==> src/rtl/orientation_fifo_write_scheduler_pkg.sv <==
// Shared constants and state type for the orientation FIFO write scheduler.
// AF_THRESH leaves room for one full burst plus a small margin below FIFO depth.
package orientation_sched_pkg;
  localparam int NUM_REQ    = 4;
  localparam int DATA_W     = 128;
  localparam int BURST_LEN  = 16;
  localparam int USEDW_W    = 8;
  localparam int FIFO_DEPTH = 256;
  localparam int AF_MARGIN  = 4;
  localparam int AF_THRESH  = FIFO_DEPTH - BURST_LEN - AF_MARGIN;

  typedef enum logic {
    IDLE,
    XFER
  } state_t;
endpackage

==> src/rtl/orientation_fifo_write_scheduler_rr_arbiter.sv <==
// Combinational round-robin pick: first requester found searching upward from ptr+1.
module rr_arbiter #(
  parameter int N     = 4,
  parameter int PTR_W = 2
) (
  input  logic [N-1:0]     req,
  input  logic [PTR_W-1:0] ptr,
  output logic [N-1:0]     grant,
  output logic             any
);
  always_comb begin
    int unsigned idx;
    idx   = 0;
    grant = '0;
    for (int unsigned k = 1; k <= N; k++) begin
      idx = (32'(ptr) + k) % N;
      if (req[idx[PTR_W-1:0]] && (grant == '0))
        grant[idx[PTR_W-1:0]] = 1'b1;
    end
    any = |req;
  end
endmodule

==> src/rtl/orientation_fifo_write_scheduler.sv <==
// Write-side scheduler sharing one DCFIFO write port among NUM_REQ producers,
// round-robin at burst granularity with fill-level admission control.
module orientation_fifo_write_scheduler #(
  parameter int NUM_REQ   = orientation_sched_pkg::NUM_REQ,
  parameter int DATA_W    = orientation_sched_pkg::DATA_W,
  parameter int BURST_LEN = orientation_sched_pkg::BURST_LEN,
  parameter int USEDW_W   = orientation_sched_pkg::USEDW_W,
  parameter int AF_THRESH = orientation_sched_pkg::AF_THRESH
) (
  input  logic                      iclk,
  input  logic                      ireset,
  input  logic                      ienable,
  input  logic [NUM_REQ-1:0]        ivalid,
  input  logic [NUM_REQ*DATA_W-1:0] idata,
  output logic [NUM_REQ-1:0]        oready,
  input  logic [USEDW_W-1:0]        iwrusedw,
  input  logic                      iwrfull,
  output logic                      owrreq,
  output logic [DATA_W-1:0]         odata,
  output logic [NUM_REQ-1:0]        ogrant,
  output logic [15:0]               oburst_count,
  output logic                      obusy
);
  import orientation_sched_pkg::*;

  localparam int PTR_W = (NUM_REQ > 1) ? $clog2(NUM_REQ) : 1;
  localparam int CNT_W = (BURST_LEN > 1) ? $clog2(BURST_LEN) : 1;

  state_t             state;
  logic [PTR_W-1:0]   ptr;
  logic [CNT_W-1:0]   cnt;
  logic [NUM_REQ-1:0] arb_grant;
  logic               arb_any;
  logic [DATA_W-1:0]  sel_data;
  logic [PTR_W-1:0]   g_idx;
  logic               hs;
  logic               admit;

  rr_arbiter #(
    .N     (NUM_REQ),
    .PTR_W (PTR_W)
  ) u_arb (
    .req   (ivalid),
    .ptr   (ptr),
    .grant (arb_grant),
    .any   (arb_any)
  );

  // Full gating is defensive; admission already reserves room for the burst.
  always_comb begin
    oready = (state == XFER && !iwrfull) ? ogrant : '0;
  end

  always_comb begin
    sel_data = '0;
    g_idx    = '0;
    for (int unsigned i = 0; i < NUM_REQ; i++) begin
      if (ogrant[i]) begin
        sel_data = idata[i*DATA_W +: DATA_W];
        g_idx    = PTR_W'(i);
      end
    end
  end

  assign hs    = |(ivalid & oready);
  assign admit = ienable && arb_any && (iwrusedw < USEDW_W'(AF_THRESH));
  assign obusy = (state == XFER);

  always_ff @(posedge iclk or posedge ireset) begin
    if (ireset) begin
      state        <= IDLE;
      ptr          <= PTR_W'(NUM_REQ - 1);
      cnt          <= '0;
      ogrant       <= '0;
      owrreq       <= 1'b0;
      odata        <= '0;
      oburst_count <= '0;
    end else begin
      owrreq <= 1'b0;
      case (state)
        IDLE: begin
          if (admit) begin
            ogrant <= arb_grant;
            cnt    <= '0;
            state  <= XFER;
          end
        end
        XFER: begin
          if (hs) begin
            owrreq <= 1'b1;
            odata  <= sel_data;
            if (cnt == CNT_W'(BURST_LEN - 1)) begin
              state        <= IDLE;
              ogrant       <= '0;
              ptr          <= g_idx;
              oburst_count <= oburst_count + 16'd1;
            end else begin
              cnt <= cnt + 1'b1;
            end
          end
        end
        default: state <= IDLE;
      endcase
    end
  end
endmodule

==> config.mk <==
export PLATFORM = sky130hd
export DESIGN_NAME = orientation_fifo_write_scheduler
export DESIGN_NICKNAME = d
export VERILOG_FILES = /design/src/rtl/orientation_fifo_write_scheduler_pkg.sv /design/src/rtl/orientation_fifo_write_scheduler_rr_arbiter.sv /design/src/rtl/orientation_fifo_write_scheduler.sv
export SDC_FILE = /design/constraint.sdc
export NUM_CORES = 1
export LEC_CHECK = 0
export CAP_MARGIN = 20
export CORE_AREA = 2 2 267 269
export DETAILED_ROUTE_END_ITERATION = 8
export DIE_AREA = 0 0 269 271
export HOLD_SLACK_MARGIN = 0.02
export PLACE_DENSITY_LB_ADDON = 0.12
export SLEW_MARGIN = 20
export SYNTH_ARGS = -nofsm -noshare
export SYNTH_HDL_FRONTEND = slang
export SYNTH_HIERARCHICAL = 1
export SYNTH_SLANG_ARGS = --single-unit
==> constraint.sdc <==
create_clock -name iclk -period 11.9 [get_ports iclk]
set_clock_uncertainty 0.1 [all_clocks]
set_input_delay 1.19 -clock iclk [delete_from_list [all_inputs] [get_ports iclk]]
set_output_delay 1.19 -clock iclk [all_outputs]
set_load 0.01 [all_outputs]
* Word level (Yosys, flattened, before mapping)
Index checks and enable logic that the tools add are counted.
** Word-level totals
- Flip-flop bits (word level) :: 156
- Input port bits :: 528
** Operators by class
- $add $sub $neg :: 6
- Order comparisons :: 9
- Equality and inequality tests :: 5
- Muxes and demuxes :: 42
- Bitwise logic cells :: 5
- Reductions and logical operators :: 20
** Operators with widths (count)
- 2-to-1 mux 128 bit :: 4
- 2-to-1 mux 4 bit :: 11
- adder 16 x 1 -> 16 bit (second input constant) :: 1
- case mux 4 bit (2 select lines) :: 2
- 2-to-1 mux 1 bit :: 14
- logical NOT 4 bit :: 3
- < comparator 2 x 3 -> 1 bit (second input constant) :: 4
- bitwise OR 4 bit :: 3
- logical AND 1 bit :: 10
- AND reduction 3 bit :: 3
- binary-select mux 1 bit (select 2 bit) :: 4
- demux 1 bit (select 2 bit) :: 4
- >= comparator 2 x 1 -> 1 bit (second input constant) :: 4
- < comparator 8 bit (second input constant) :: 1
- OR reduction 4 bit :: 2
- adder 2 x 1 -> 2 bit (second input constant) :: 2
- adder 2 bit (second input constant) :: 2
- adder 4 x 1 -> 4 bit (second input constant) :: 1
- bitwise AND 4 bit :: 1
- equality test 4 bit (second input constant) :: 1
- 2-to-1 mux 2 bit :: 2
- inequality test 2 x 1 -> 1 bit (second input constant) :: 2
- inequality test 2 bit (second input constant) :: 2
- case mux 1 bit (2 select lines) :: 1
- other kinds (3) :: 3

* Logic depth before layout (Yosys ltp)
Gate-level depths: netlist (run 1).
- Depth after elaboration :: 17
- Gate-level depth with buffers :: 10
- Depth with buffers taken out :: 9

* Modules after synthesis
The synthesis (run 1) kept the hierarchy.
** By module, submodules not included
- orientation_fifo_write_scheduler :: instances 1, cells an instance 871, area an instance 8941.1 µm²
- rr_arbiter :: instances 1, cells an instance 56, area an instance 489.2 µm²

* Least setup slack after synthesis (run 1)
OpenSTA, ideal clock, no wires.
- Path type :: input-to-reg
- Start point :: in ivalid[2]
- End point :: reg ogrant[2]
- Setup time :: 0.065 ns
- Arrival :: 2.631 ns
- Data required time :: 11.735 ns
- Setup slack :: 9.104 ns
- Stages :: 8
- Path buffers :: 1
- Cells stage by stage :: mux4_2 buf_6 nand2_4 nand2_2 or3_4 o31ai_2 nand3_1 nand2_1
** Between the ends
- Longest elaborated chain between the ends :: 14
- Elaborated cells between the ends (all ways) :: 31
- Those cells by class :: eq/ne: 2; mux: 14; bitwise: 4; reduce/logical: 11
** RTL lines
- from (decl) :: RTL line orientation_fifo_write_scheduler.sv:13 : input logic [NUM_REQ-1:0] ivalid,
- binary-select mux 1 bit (select 2 bit) :: RTL line orientation_fifo_write_scheduler_rr_arbiter.sv:17 : if (req[idx[PTR_W-1:0]] && (grant == '0))
- 2-to-1 mux 1 bit (not written as such) :: RTL line orientation_fifo_write_scheduler_rr_arbiter.sv:17
- 2-to-1 mux 4 bit :: RTL line orientation_fifo_write_scheduler_rr_arbiter.sv:17
- logical NOT 4 bit :: RTL line orientation_fifo_write_scheduler_rr_arbiter.sv:17
- logical AND 1 bit :: RTL line orientation_fifo_write_scheduler_rr_arbiter.sv:17
- 2-to-1 mux 4 bit :: RTL line orientation_fifo_write_scheduler_rr_arbiter.sv:17
- logical NOT 4 bit :: RTL line orientation_fifo_write_scheduler_rr_arbiter.sv:17
- logical AND 1 bit :: RTL line orientation_fifo_write_scheduler_rr_arbiter.sv:17
- 2-to-1 mux 4 bit :: RTL line orientation_fifo_write_scheduler_rr_arbiter.sv:17
- logical NOT 4 bit :: RTL line orientation_fifo_write_scheduler_rr_arbiter.sv:17
- logical AND 1 bit :: RTL line orientation_fifo_write_scheduler_rr_arbiter.sv:17
- 2-to-1 mux 4 bit * :: RTL line orientation_fifo_write_scheduler_rr_arbiter.sv:17
- named net arb_grant[2] :: RTL line orientation_fifo_write_scheduler.sv:32 : logic [NUM_REQ-1:0] arb_grant;
- 2-to-1 mux 4 bit * :: RTL line orientation_fifo_write_scheduler.sv:82 : if (admit) begin
- case mux 4 bit (2 select lines) * :: RTL line orientation_fifo_write_scheduler.sv:80 : case (state)
- to (signal assigned) :: RTL line orientation_fifo_write_scheduler.sv:83 : ogrant <= arb_grant;
- to (decl) :: RTL line orientation_fifo_write_scheduler.sv:20 : output logic [NUM_REQ-1:0] ogrant,
Mark *: on every way through the listed nets, which the timed path passes. The rest lies on a longest branch. The select of a mux whose other input is x is not followed.
A chain may end at the register's enable or synchronous reset.

* Worst setup path in the final report (run 1)
- Start point :: reg ogrant[2]
- End point :: out oready[2]
** Between the ends
- Longest elaborated chain between the ends :: 1
** RTL lines
- 2-to-1 mux 4 bit :: RTL line orientation_fifo_write_scheduler.sv:51 : oready = (state == XFER && !iwrfull) ? ogrant : '0;
- to (decl) :: RTL line orientation_fifo_write_scheduler.sv:15 : output logic [NUM_REQ-1:0] oready,
No other way between the ends.

==> out/results.txt, run 1 <==
multi-input logic area: 5000 um2
Worst setup EP type: output port
DP Worst Slack: 7.69 ns
critical path type: flop to output port
postcts setup bufs: 0
Clock Latency Late Sink: 0.48 ns
Worst EP required: 10.61 ns
Via density: 4.24
Initial Util: 13.5%
fin. max-slew vios: 0
post-synth top area share: 40.9%
Fmax: 249 MHz
Fillers: 7428
Setup TNS Final: 0 ns
layout cells sized above 1: 4.27%
commonest non-fill, non-tap cell in the layout: clkdlybuf4s50_1
Max rail drop VDD: 0.0830 mV
final setup violation count: 0
Hold Path Class: flop to flop
sequential share of the synthesized area: 41.4%
Area Overhead vs Synth: 86.9%
Port Buffers: 679
Hold Fails Final Rpt: 0
initial drt markers: 424
vias: 10600
min cycle time layout: 4.01 ns
IO Count: 682
CTS buffer count: 17
number of synthesized register bits: 156
clock root cell: clkbuf_16
# H-tree levels: 4
Rel. slew slack: 38.4%
fin worst setup slack: 7.89 ns
GRT overflow: 0
Post-DP Area: 17000 um2
post-route ant nets: 0
RePlAce Congestion: 0.814
Slew @ Worst Pin: 0.925 ns
number of synthesized flops with an enable pin: 0
Leak Pwr: 6.07 nW
final non-filler cell total: 2489
synthesis warning total: 6
largest net degree at the start of global routing: 147
status: finished, final reports clean
final WL: 52900 um
most frequent cells in the layout: clkdlybuf4s50_1 (679), a22oi_1 (257), dfrtp_1 (152), o211ai_1 (129), o21a_1 (128)
total power: 0.00131 W
Inst Count DP: 2455
Pwr Density: 74.4 nW/um2
startpoint types: flop
top cell type by total area after synthesis: dfrtp_1
Post-Syn Area: 9430 um2
first-pass GRT wire length: 74400 um
ys async rst share: 100%
max cap viols: 0
CTS sink cnt: 156
Post-synth top flop: dfrtp_1
final non-filler cell area: 17600 um2
core area: 69800 um2
fin crit share: 33.7%
Routed wire per std cell: 21.2 um
RSZ-0062 raised after global routing: false
die area: 72900 um2
drt first pass iters: 5
DRC: 0
CTS Hold Bufs: 0
storage element area: 3910 um2
Synthesized Nets: 1465
post-cts sizing count: 0
Data arrival, critical path: 2.72 ns
TritonCTS clock tree: done
crit-path max FO: 54
Synth Area per Inst: 10.2 um2
initial antenna violation count: 7
Cells after Synth: 927
Final #Nets: 2072
Synth cell types: 60
clk slew on worst S/H paths: 0.06 ns
die width: 269 um
top post-synthesis cells by area: dfrtp_1 (41%), a22oi_1 (20%), o211ai_1 (10%)
GRT Overall Usage: 14.0%
FP Rows: 97
Clock Tree Buf Depth: 2
DP HPWL: 39300 um
number of global-route vias before repair: 11000
die height: 271 um
[metal layers]
layer / share of wire, % / GRT usage, %
met3: 8.5 / 5.25
met5: 0.087 / 0
met4: 1.5 / 3.70
met2: 53 / 26.0
met1: 37 / 14.7
[state kept, by name (all words and copies together) (netlist names)]
signal        cells
odata           128
oburst_count     16
cnt               4
ogrant            4
ptr               2
obusy             1
owrreq            1
[worst max-delay path, cell delays in order, from the launching register on]
cell and delay, ns:
dfrtp_4 0.76, buf_4 0.65, and2_1 0.22, clkdlybuf4s50_1 0.53
[area by class of cell]
type                            count  share of cell area, %
Inverter                            7                  0.220
Clock inverter                     12                  0.767
Tap cell                          940                   6.67
Multi-Input combinational cell    660                   28.3
Sequential cell                   156                   22.2
Timing Repair Buffer              692                   39.2
Antenna cell                        2                 0.0284
Clock buffer                       20                   2.59
[cell usage after synthesis, types with 3 or more instances]
cell	count
o21a_1	128
o21ai_0	6
and4_1	3
inv_1	5
nor2_1	5
and2_1	5
buf_2	49
a22oi_1	257
dfrtp_1	154
nor3_1	3
nand3_1	18
o211ai_1	129
nand4_1	7
a211oi_1	3
and3_1	4
a21oi_1	6
buf_4	11
ha_1	10
xnor2_1	11
nand2_1	18
clkbuf_1	39
xor2_1	4
[kinds of logic after synthesis]
| group | count (synthesis) | share of synthesized area [%] |
|---|---|---|
| DFF | 156 | 41.4 |
| and+or+nand+nor | 77 | 4.71 |
| buffers and inverters | 111 | 5.68 |
| adders and majority gates | 10 | 1.33 |
| AOI/OAI and AO/OA | 552 | 44.1 |
| xor gates and xnor gates | 16 | 1.57 |
| muxes | 5 | 1.15 |
[per-stage QoR]
stage,hold WS (ns),util [%]
2_1_floorplan,0.382,-
3_3_place_gp,0.373,24.4
3_5_place_dp,0.379,24.4
4_1_cts,0.393,25.3
5_1_grt,0.398,25.3
6_report,0.387,25.3
[report_power, final]
group	switching [W]	total [W]	internal (W)
logic	0.0000448	0.000197	0.000153
clock network	0.000262	0.000583	0.000321
registers	0	0.000530	0.000530
total	0.000307	0.00131	0.00100
[path summary, 6_finish.rpt]
kind	from	to	slack, ns	cells past startpoint
min in group asynchronous	ireset	odata[37]$_DFFE_PP0P_	0.99	2
min reg2reg	odata[2]$_DFFE_PP0P_	odata[2]$_DFFE_PP0P_	0.39	1
min	odata[2]$_DFFE_PP0P_	odata[2]$_DFFE_PP0P_	0.39	1
max reg2reg	ogrant[2]$_DFFE_PP0P_	odata[50]$_DFFE_PP0P_	8.38	7
max	ogrant[2]$_DFFE_PP0P_	oready[2]	7.89	3
max in group asynchronous	ireset	odata[98]$_DFFE_PP0P_	9.44	3
Note: power is estimated with default switching activity, not from simulation.
==> run 2: changes to the inputs <==
Clock period 11.9 ns to 3.7 ns, I/O delays scaled along.
==> out/results.txt, run 2 (synthesis gave the netlist of run 1 again) <==
Sw Share: 23.5% (was 23.4%)
combinational share of power: 15.4% (was 15.1%)
Leak Pwr: 6.17 nW (was 6.07 nW)
Routed wire per std cell: 20.8 um (was 21.2 um)
CTS buffer count: 17 (unchanged)
most frequent cells in the layout: clkdlybuf4s50_1 (679), a22oi_1 (257), dfrtp_1 (152), o211ai_1 (129), o21a_1 (128) (unchanged)
startpoint types: flop (unchanged)
RePlAce Congestion: 0.814 (about the same)
Hold Fails Final Rpt: 0 (unchanged)
clock root cell: clkbuf_16 (unchanged)
vias: 10600 (about the same)
die height: 271 um (unchanged)
Clock Latency Late Sink: 0.47 ns (was 0.48 ns)
Clk pwr share: 43.5% (was 44.5%)
CTS sink cnt: 156 (unchanged)
sequential power share: 41.2% (was 40.4%)
final non-filler cell area: 17800 um2 (was 17600 um2)
layout cells sized above 1: 5.00% (was 4.27%)
internal power: 0.00317 W (was 0.00100 W)
storage element area: 3910 um2 (unchanged)
Setup TNS Final: 0 ns (unchanged)
RSZ-0062 raised after global routing: false (unchanged)
total inserted antenna cells: 0 (was 2)
first-pass GRT wire length: 72500 um (was 74400 um)
Slew @ Worst Pin: 0.830 ns (was 0.925 ns)
Post-DP Area: 17300 um2 (was 17000 um2)
critical path type: flop to flop (was flop to output port)
clk slew on worst S/H paths: 0.07 ns (was 0.06 ns)
drt first pass iters: 4 (was 5)
post-cts sizing count: 0 (unchanged)
Via density: 4.24 (about the same)
Rel. slew slack: 44.7% (was 38.4%)
crit-path max FO: 10 (was 54)
Hold Path Class: input pin to async pin (was flop to flop)
initial antenna violation count: 2 (was 7)
min cycle time layout: 2.85 ns
CTS Hold Bufs: 0 (unchanged)
switching pwr: 0.000975 W (was 0.000307 W)
fin crit share: 76.9%
fin. max-slew vios: 0 (unchanged)
Max rail drop VDD: 0.176 mV (was 0.0830 mV)
largest net degree at the start of global routing: 142 (was 147)
IO Count: 682 (unchanged)
die width: 269 um (unchanged)
final WL: 51900 um (was 52900 um)
Largest Register: odata (unchanged)
die area: 72900 um2 (unchanged)
DRC: 0 (unchanged)
max reg flops: 128 (unchanged)
initial drt markers: 418 (was 424)
Worst EP required: 4.00 ns (was 10.61 ns)
Worst setup EP type: flop (was output port)
Final #Nets: 2086 (was 2072)
DP HPWL: 39400 um (was 39300 um)
Data arrival, critical path: 3.15 ns (was 2.72 ns)
GRT Overall Usage: 13.6% (was 14.0%)
multi-input logic area: 4990 um2 (was 5000 um2)
core area: 69800 um2 (unchanged)
Fillers: 7397 (was 7428)
postcts setup bufs: 0 (unchanged)
FP Rows: 97 (unchanged)
final setup violation count: 0 (unchanged)
TritonCTS clock tree: done (unchanged)
Area Overhead vs Synth: 89.0% (was 86.9%)
Port Buffers: 679 (unchanged)
max cap viols: 0 (unchanged)
Clock Tree Buf Depth: 2 (unchanged)
Fmax: 351 MHz
status: finished, final reports clean (unchanged)
commonest non-fill, non-tap cell in the layout: clkdlybuf4s50_1 (unchanged)
# H-tree levels: 4 (unchanged)
Initial Util: 13.5% (unchanged)
GRT overflow: 0 (unchanged)
number of global-route vias before repair: 10900 (was 11000)
Largest regs: odata (128), oburst_count (16) (unchanged)
Pwr Density: 232 nW/um2 (was 74.4 nW/um2)
post-route ant nets: 0 (unchanged)
-- run 2: cell count changes in the layout (fill, tap and decap cells not counted), sizes merged --
cell,previous run,this run
buf,13,27
bufinv,2,1
diode,2,0
clkbuf,20,21
clkinvlp,4,3
clkinv,4,5
-- run 2: final timing paths --
check / depth (start not counted) / slack, ns / from / to
setup / recovery: 9 / 0.85 / ptr[0]$_DFFE_PP1P_ / ogrant[3]$_DFFE_PP0P_
hold / removal: 3 / 0.25 / ireset / odata[23]$_DFFE_PP0P_
setup reg to reg: 9 / 0.85 / ptr[0]$_DFFE_PP1P_ / ogrant[3]$_DFFE_PP0P_
hold reg to reg: 1 / 0.39 / odata[78]$_DFFE_PP0P_ / odata[78]$_DFFE_PP0P_
max in group asynchronous: 3 / 2.72 / ireset / odata[99]$_DFFE_PP0P_
min in group iclk: 1 / 0.39 / odata[78]$_DFFE_PP0P_ / odata[78]$_DFFE_PP0P_
-- run 2: per-layer routing --
metal | part of all wire (%) | vias up | wire length, um | track usage [%]
li1 | - | 4988 | - | -
met3 | 7.7 | 41 | 3990 | 4.38
met4 | 1.7 | 2 | 898 | 4.18
met1 | 38 | 5166 | 19500 | 14.6
met5 | 0.025 | - | 13 | 0
met2 | 53 | 402 | 27500 | 25.2
-- run 2: power by group through the flow --
stage / clock network, W / logic (W) / registers [W]
floorplan: 0 / 0.0000440 / 0.00174
global placement: 0 / 0.000640 / 0.00174
detailed placement: 0 / 0.000643 / 0.00174
CTS: 0.00193 / 0.000646 / 0.00170
global route: 0.00198 / 0.000677 / 0.00170
finish: 0.00180 / 0.000638 / 0.00170
-- run 2: area by class of cell --
| cell class | count | share of cell area (%) |
|---|---|---|
| clock inverters | 11 | 0.604 |
| flip-flops and latches | 156 | 22.0 |
| clock buffers | 21 | 2.58 |
| well taps | 940 | 6.60 |
| multi-input cells | 660 | 28.0 |
| inverters | 7 | 0.211 |
| repair buffers | 706 | 40.0 |
-- run 2: per-stage QoR --
step | hold slack, ns | power, W | setup slack (ns) | instances | utilization (%)
2_1_floorplan | 0.382 | 0.00178 | 1.17 | 927 | -
3_3_place_gp | 0.373 | 0.00238 | 0.913 | 2469 | 24.7
3_5_place_dp | 0.379 | 0.00238 | 0.890 | 2469 | 24.7
4_1_cts | 0.233 | 0.00428 | 0.857 | 2501 | 25.5
5_1_grt | 0.257 | 0.00436 | 0.695 | 2501 | 25.5
6_report | 0.250 | 0.00414 | 0.854 | 2501 | 25.5
-- run 2: critical path, stage by stage (launching register included) --
cell and delay, ns:
dfstp_2 0.66, inv_1 0.13, ha_1 0.29, or4_1 0.55, a21bo_1 0.25, o221ai_1 0.17, nand3_1 0.16, o31ai_1 0.29
nand3_1 0.11, nand2_1 0.08
